### src/rtl/imem_loader.sv
`default_nettype none
// ============================================================================
// Module      : imem_loader
// Description : Writer side of the instruction-memory interface. Accepts an
//               image as a byte stream (valid/ready), packs every four bytes
//               into a little-endian 32-bit word and writes the words to
//               consecutive word-aligned addresses starting at BASE_ADDR.
//               The core is held in reset (o_core_hold) until the whole
//               image has been written.
// Revision    : 1.0 - initial release
// ----------------------------------------------------------------------------
// Parameters:
//   BASE_ADDR      byte address of the first word written
//   MAX_WORDS      longest accepted image, in words
// Ports:
//   clk            system clock, rising edge
//   rst            synchronous reset, active low
//   i_start        one-cycle load request, honoured in IDLE or DONE only
//   i_len[15:0]    image length in words, sampled with i_start
//   i_byte_valid   i_byte_data carries a byte
//   i_byte_data    image byte
//   o_byte_ready   loader accepts a byte this cycle (decoded from state)
//   o_imem_w_en    instruction-memory write strobe, one cycle per word
//   o_imem_w_addr  word-aligned byte address of the write
//   o_imem_w_data  write data
//   o_core_hold    1 = keep the core in reset
//   o_done         image loaded, core released
//   o_err          sticky error, cleared by the next accepted start
// Build option:
//   IMEM_LOADER_CHECKSUM_EN  when defined, one trailing byte equal to the
//                            XOR of all image bytes must follow the last
//                            word before the core is released.
// ============================================================================
module imem_loader #(
   parameter logic [31:0] BASE_ADDR = 32'h0000_0000,
   parameter int unsigned MAX_WORDS = 256
) (
   input  logic        clk,
   input  logic        rst,
   input  logic        i_start,
   input  logic [15:0] i_len,
   input  logic        i_byte_valid,
   input  logic [7:0]  i_byte_data,
   output logic        o_byte_ready,
   output logic        o_imem_w_en,
   output logic [31:0] o_imem_w_addr,
   output logic [31:0] o_imem_w_data,
   output logic        o_core_hold,
   output logic        o_done,
   output logic        o_err
);

   localparam int unsigned c_CNT_W = $clog2(MAX_WORDS) + 1;

   typedef enum logic [2:0] {
      S_IDLE  = 3'd0,
      S_RECV  = 3'd1,
      S_WRITE = 3'd2,
      S_DONE  = 3'd3
`ifdef IMEM_LOADER_CHECKSUM_EN
      ,
      S_CHECK = 3'd4
`endif
   } state_t;

   state_t               r_state;
   logic [c_CNT_W-1:0]   r_len;
   logic [c_CNT_W-1:0]   r_widx;
   logic [1:0]           r_bidx;
   logic [23:0]          r_buf;     // bytes 0..2 of the word in progress
`ifdef IMEM_LOADER_CHECKSUM_EN
   logic [7:0]           r_csum;
`endif

   logic                 w_len_ok;
   logic                 w_xfer;
   logic [c_CNT_W-1:0]   w_widx_nxt;
   logic                 w_last;
   logic [31:0]          w_addr;

   // Length check done in 32 bits so the full 16-bit input is compared.
   assign w_len_ok   = (i_len != 16'd0) && ({16'd0, i_len} <= 32'(MAX_WORDS));
   assign w_widx_nxt = r_widx + c_CNT_W'(1);
   assign w_last     = (w_widx_nxt == r_len);
   // Address arithmetic wraps naturally at 32 bits.
   assign w_addr     = BASE_ADDR + (32'(r_widx) << 2);

`ifdef IMEM_LOADER_CHECKSUM_EN
   assign o_byte_ready = (r_state == S_RECV) || (r_state == S_CHECK);
`else
   assign o_byte_ready = (r_state == S_RECV);
`endif

   assign w_xfer = i_byte_valid && o_byte_ready;

   always_ff @(posedge clk) begin
      if (!rst) begin
         r_state       <= S_IDLE;
         r_len         <= '0;
         r_widx        <= '0;
         r_bidx        <= 2'd0;
         r_buf         <= 24'd0;
         o_imem_w_en   <= 1'b0;
         o_imem_w_addr <= BASE_ADDR;
         o_imem_w_data <= 32'd0;
         o_core_hold   <= 1'b1;
         o_done        <= 1'b0;
         o_err         <= 1'b0;
`ifdef IMEM_LOADER_CHECKSUM_EN
         r_csum        <= 8'd0;
`endif
      end else begin
         // The strobe is only raised for the single WRITE cycle.
         o_imem_w_en <= 1'b0;

         case (r_state)
            S_IDLE, S_DONE: begin
               if (i_start) begin
                  // Any start (good or bad) takes the core back into reset.
                  o_done      <= 1'b0;
                  o_core_hold <= 1'b1;
                  if (w_len_ok) begin
                     r_len   <= i_len[c_CNT_W-1:0];
                     r_widx  <= '0;
                     r_bidx  <= 2'd0;
                     o_err   <= 1'b0;
`ifdef IMEM_LOADER_CHECKSUM_EN
                     r_csum  <= 8'd0;
`endif
                     r_state <= S_RECV;
                  end else begin
                     o_err   <= 1'b1;
                     r_state <= S_IDLE;
                  end
               end
            end

            S_RECV: begin
               if (w_xfer) begin
                  r_bidx <= r_bidx + 2'd1;   // wraps to 0 after the 4th byte
`ifdef IMEM_LOADER_CHECKSUM_EN
                  r_csum <= r_csum ^ i_byte_data;
`endif
                  case (r_bidx)
                     2'd0: r_buf[7:0]   <= i_byte_data;
                     2'd1: r_buf[15:8]  <= i_byte_data;
                     2'd2: r_buf[23:16] <= i_byte_data;
                     2'd3: begin
                        // Present the write during the WRITE cycle itself.
                        o_imem_w_en   <= 1'b1;
                        o_imem_w_addr <= w_addr;
                        o_imem_w_data <= {i_byte_data, r_buf};
                        r_state       <= S_WRITE;
                     end
                  endcase
               end
            end

            S_WRITE: begin
               r_widx <= w_widx_nxt;
               if (w_last) begin
`ifdef IMEM_LOADER_CHECKSUM_EN
                  r_state     <= S_CHECK;
`else
                  r_state     <= S_DONE;
                  o_done      <= 1'b1;
                  o_core_hold <= 1'b0;
`endif
               end else begin
                  r_state <= S_RECV;
               end
            end

`ifdef IMEM_LOADER_CHECKSUM_EN
            S_CHECK: begin
               if (w_xfer) begin
                  if (i_byte_data == r_csum) begin
                     r_state     <= S_DONE;
                     o_done      <= 1'b1;
                     o_core_hold <= 1'b0;
                  end else begin
                     // Written words stay in memory; the core stays held.
                     o_err   <= 1'b1;
                     r_state <= S_IDLE;
                  end
               end
            end
`endif

            default: r_state <= S_IDLE;
         endcase
      end
   end

endmodule
`default_nettype wire

### config.mk
export PLATFORM = sky130hd
export DESIGN_NAME = imem_loader
export DESIGN_NICKNAME = d
export VERILOG_FILES = /design/src/rtl/imem_loader.sv
export SDC_FILE = /design/constraint.sdc
export NUM_CORES = 1
export LEC_CHECK = 0
export ABC_AREA = 1
export BUFFER_PORTS_ARGS = -buffer_cell sky130_fd_sc_hd__buf_4
export CAP_MARGIN = 20
export CORE_UTILIZATION = 50
export CTS_CLUSTER_SIZE = 28
export DETAILED_ROUTE_END_ITERATION = 8
export GPL_TIMING_DRIVEN = 0
export PLACE_DENSITY = 0.75
export SYNTH_ARGS = -nofsm -noshare
export SYNTH_HDL_FRONTEND = slang
export SYNTH_SLANG_ARGS = --single-unit
### constraint.sdc
create_clock -name clk -period 2.2 [get_ports clk]
set_clock_uncertainty 0.1 [all_clocks]
set_input_delay 0.44 -clock clk [delete_from_list [all_inputs] [get_ports clk]]
set_output_delay 0.44 -clock clk [all_outputs]
set_load 0.05 [all_outputs]
==> flow_summary.ini <==
[sta]
tns_ps = 0
final_hold_viol_count = 0
grt_setup_unrepaired = no
slew_headroom_pct = 65.4
fin_crit_ps = 2030
worst_slew_pin_slew_ps = 519
fmax_ghz = 0.493
hold_ws_ps = 253
post-route-period-util_pct = 92.3
maxSlewViolCount = 0
setup_viol_count_final = 0

[synthesis]
synth_most_common_cell = nand2_1
yosys_most_used_dff = dfxtp_1
yosys.area.top_type = dfxtp_1
syn_avg_cell_area_sq_um = 7.44
synth_cell_type_count = 28
synth_area_leaders = dfxtp_1 (45%), nand2_1 (11%), a21oi_1 (11%)
yosys-top-cells-count = nand2_1 (116), dfxtp_1 (91), a21oi_1 (86), nand3_1 (86), inv_1 (28)
synth-edff-count = 0
ys_async_sr_fraction_pct = 0
yosys_warnings = 0
ys_ff_latch = 91
netlist_area_sq_mm = 0.00403
netlist_instances = 542
yosysSeqAreaShare_pct = 45.2
yosysTopAreaCellShare_pct = 45.2

[placement]
gp_congestion = 0.838
port_buffers = 73
dpl.hpwl_mm = 6.97
place_area_sq_mm = 0.00479
dp_cells = 739

[worst_setup_path]
worst_ep_required_time_ps = 2380
end_kind = flop
crit_path_max_incr_delay_ps = 440
critPathLaunchType = flop
cp_cell_sequence = inv_1 -> ha_1 -> nand2_1 -> clkinv_1 -> nand2_1 -> clkbuf_1 -> nand2_1 -> a21oi_1
crit_type = flop to flop
arrival_ps = 2210
cpMaxStageDelayCell = clkbuf_1
crit_path_frequent_cell = nand2_1
critPathMaxFanout = 10
r2r_setup_slack_ps = 170

[flow_run]
cap_violations = 0

[route]
drtIter0Drc = 198
vias = 3829
drtPass1Iterations = 5
wl_per_cell_microns = 12.4
ant_nets = 0
post_drt_via_cell_ratio = 5.07
drc = 0
wl_mm = 9.37

[floorplan]
fp.dieH_microns = 91.8
row_count = 32
floorplan.initialDensity_pct = 51.9
fp.dieW_microns = 91.8
die_area_sq_mm = 0.00843
pin_count = 97
placeableCoreArea_sq_mm = 0.00777

[global_routing]
grt_usage_pct = 22.3
antenna_found_initial = 0
grt_start_max_net_pins = 17
grt_pass1_wl_mm = 15.2
grt_pass1_vias = 3341
gr-total-overflow = 0

[layout]
fin_util_pct = 64.4
stdcell_count = 755
nFillCells = 717
drive_above_1_share_pct = 21.3
finalNetCount = 683
area_growth_pct = 24.0
antennaDiodeCount = 0
design_area_sq_mm = 0.00500

[pwr]
p_per_area_mw_per_mm2 = 776
leakagePower_nw = 1.99
vdd_drop_max_v = 0.000613

[clock_tree]
cts.repair.resized = 0
cts_buffers = 9
clock-sinks = 91
cts_tree = built
clk_pin_slew_ps = 90
worstSkewPairLatency_ps = 350
htreeDepth = 3
clockBufferDepth = 2
cts_root_buffer = clkbuf_8
post_cts_buffers = 0
cts_hold_buf = 0

[outcome]
outcome = complete, no violations

[worst_hold_path]
min_path_type = input port to flop
[final cells by class]
type	count	area (sq um)	share of cell area, %
repair buffers	73	548	11.0
flip-flops and latches	91	1820	36.4
multi-input cells	385	1860	37.1
plain buffers	57	323	6.45
well taps	102	128	2.55
inverters	31	116	2.33
clock inverters	6	72.6	1.45
clock buffers	10	138	2.75
[worst paths after layout]
path	from	to	cells past startpoint
setup reg to reg	r_state[1]$_SDFFE_PN0P_	o_imem_w_data[24]$_SDFFE_PN0P_	8
hold reg to reg	o_imem_w_data[1]$_SDFFE_PN0P_	o_imem_w_data[1]$_SDFFE_PN0P_	2
hold / removal	i_start	o_err$_SDFFE_PN0P_	3
setup / recovery	r_state[1]$_SDFFE_PN0P_	o_imem_w_data[24]$_SDFFE_PN0P_	8
[critical path: cells and delay by family, from the launching register on]
family | cells | cell delay, ps
and+or+nand+nor | 3 | 440
AOI/OAI and AO/OA | 1 | 160
adders and majority gates | 1 | 240
buffers and inverters | 3 | 650
DFF | 1 | 370
[where the power goes]
part / total, W / internal [W] / switching (W)
clock network: 0.00119 / 0.000571 / 0.000615
registers: 0.00179 / 0.00172 / 0.0000669
logic: 0.000908 / 0.000290 / 0.000618
[registers in the layout, summed over array words and instances, names as in the netlist, 2 cells and up]
signal and count:
o_imem_w_data 32, r_state 2, o_imem_w_addr 9, r_len 9, r_bidx 2, r_widx 9, r_buf 24
[through the flow]
step / worst slack [ps] / total power, W
3_5_place_dp: 188 / 0.00273
2_1_floorplan: 286 / 0.00251
3_3_place_gp: 262 / 0.00271
4_1_cts: 159 / 0.00389
5_1_grt: 8.07 / 0.00406
6_report: 170 / 0.00388
[kinds of logic after synthesis]
kind of cell,Yosys count,share of synthesized area (%)
simple gates,242,27.2
compound gates,113,14.5
flops,91,45.2
buf+inv,88,10.9
fa+ha+maj,7,2.17
other cells,1,0.0930
[metal layers]
metal  GRT usage [%]  wire length [microns]  vias up
met1            30.7                   4520     1717
met4            9.11                    116        0
met2            35.2                   4170      132
met5               0                      0        -
met3            3.40                    566       11
li1                -                      -     1969
[placed cells by master (no fill, tap or decap)]
| master | n |
|---|---|
| a211oi_1 | 1 |
| a21oi_1 | 86 |
| a21oi_2 | 1 |
| a31oi_1 | 2 |
| buf_1 | 2 |
| buf_2 | 3 |
| buf_4 | 99 |
| buf_6 | 1 |
| bufinv_16 | 1 |
| clkbuf_1 | 25 |
| clkbuf_8 | 10 |
| clkinv_1 | 1 |
| clkinv_2 | 1 |
| clkinv_4 | 2 |
| conb_1 | 23 |
| dfxtp_1 | 91 |
| ha_1 | 7 |
| inv_1 | 28 |
| inv_2 | 2 |
| inv_6 | 1 |
| inv_8 | 1 |
| nand2_1 | 116 |
| nand2_2 | 6 |
| nand3_1 | 86 |
| nand3_2 | 6 |
| nand4_1 | 5 |
| nor2_1 | 18 |
| nor2_2 | 2 |
| nor2_4 | 1 |
| nor3_1 | 1 |
| nor4_1 | 1 |
| o21ai_0 | 21 |
| o21ai_2 | 1 |
| o21bai_2 | 1 |
No activity file was read; power rests on OpenSTA's default activity.
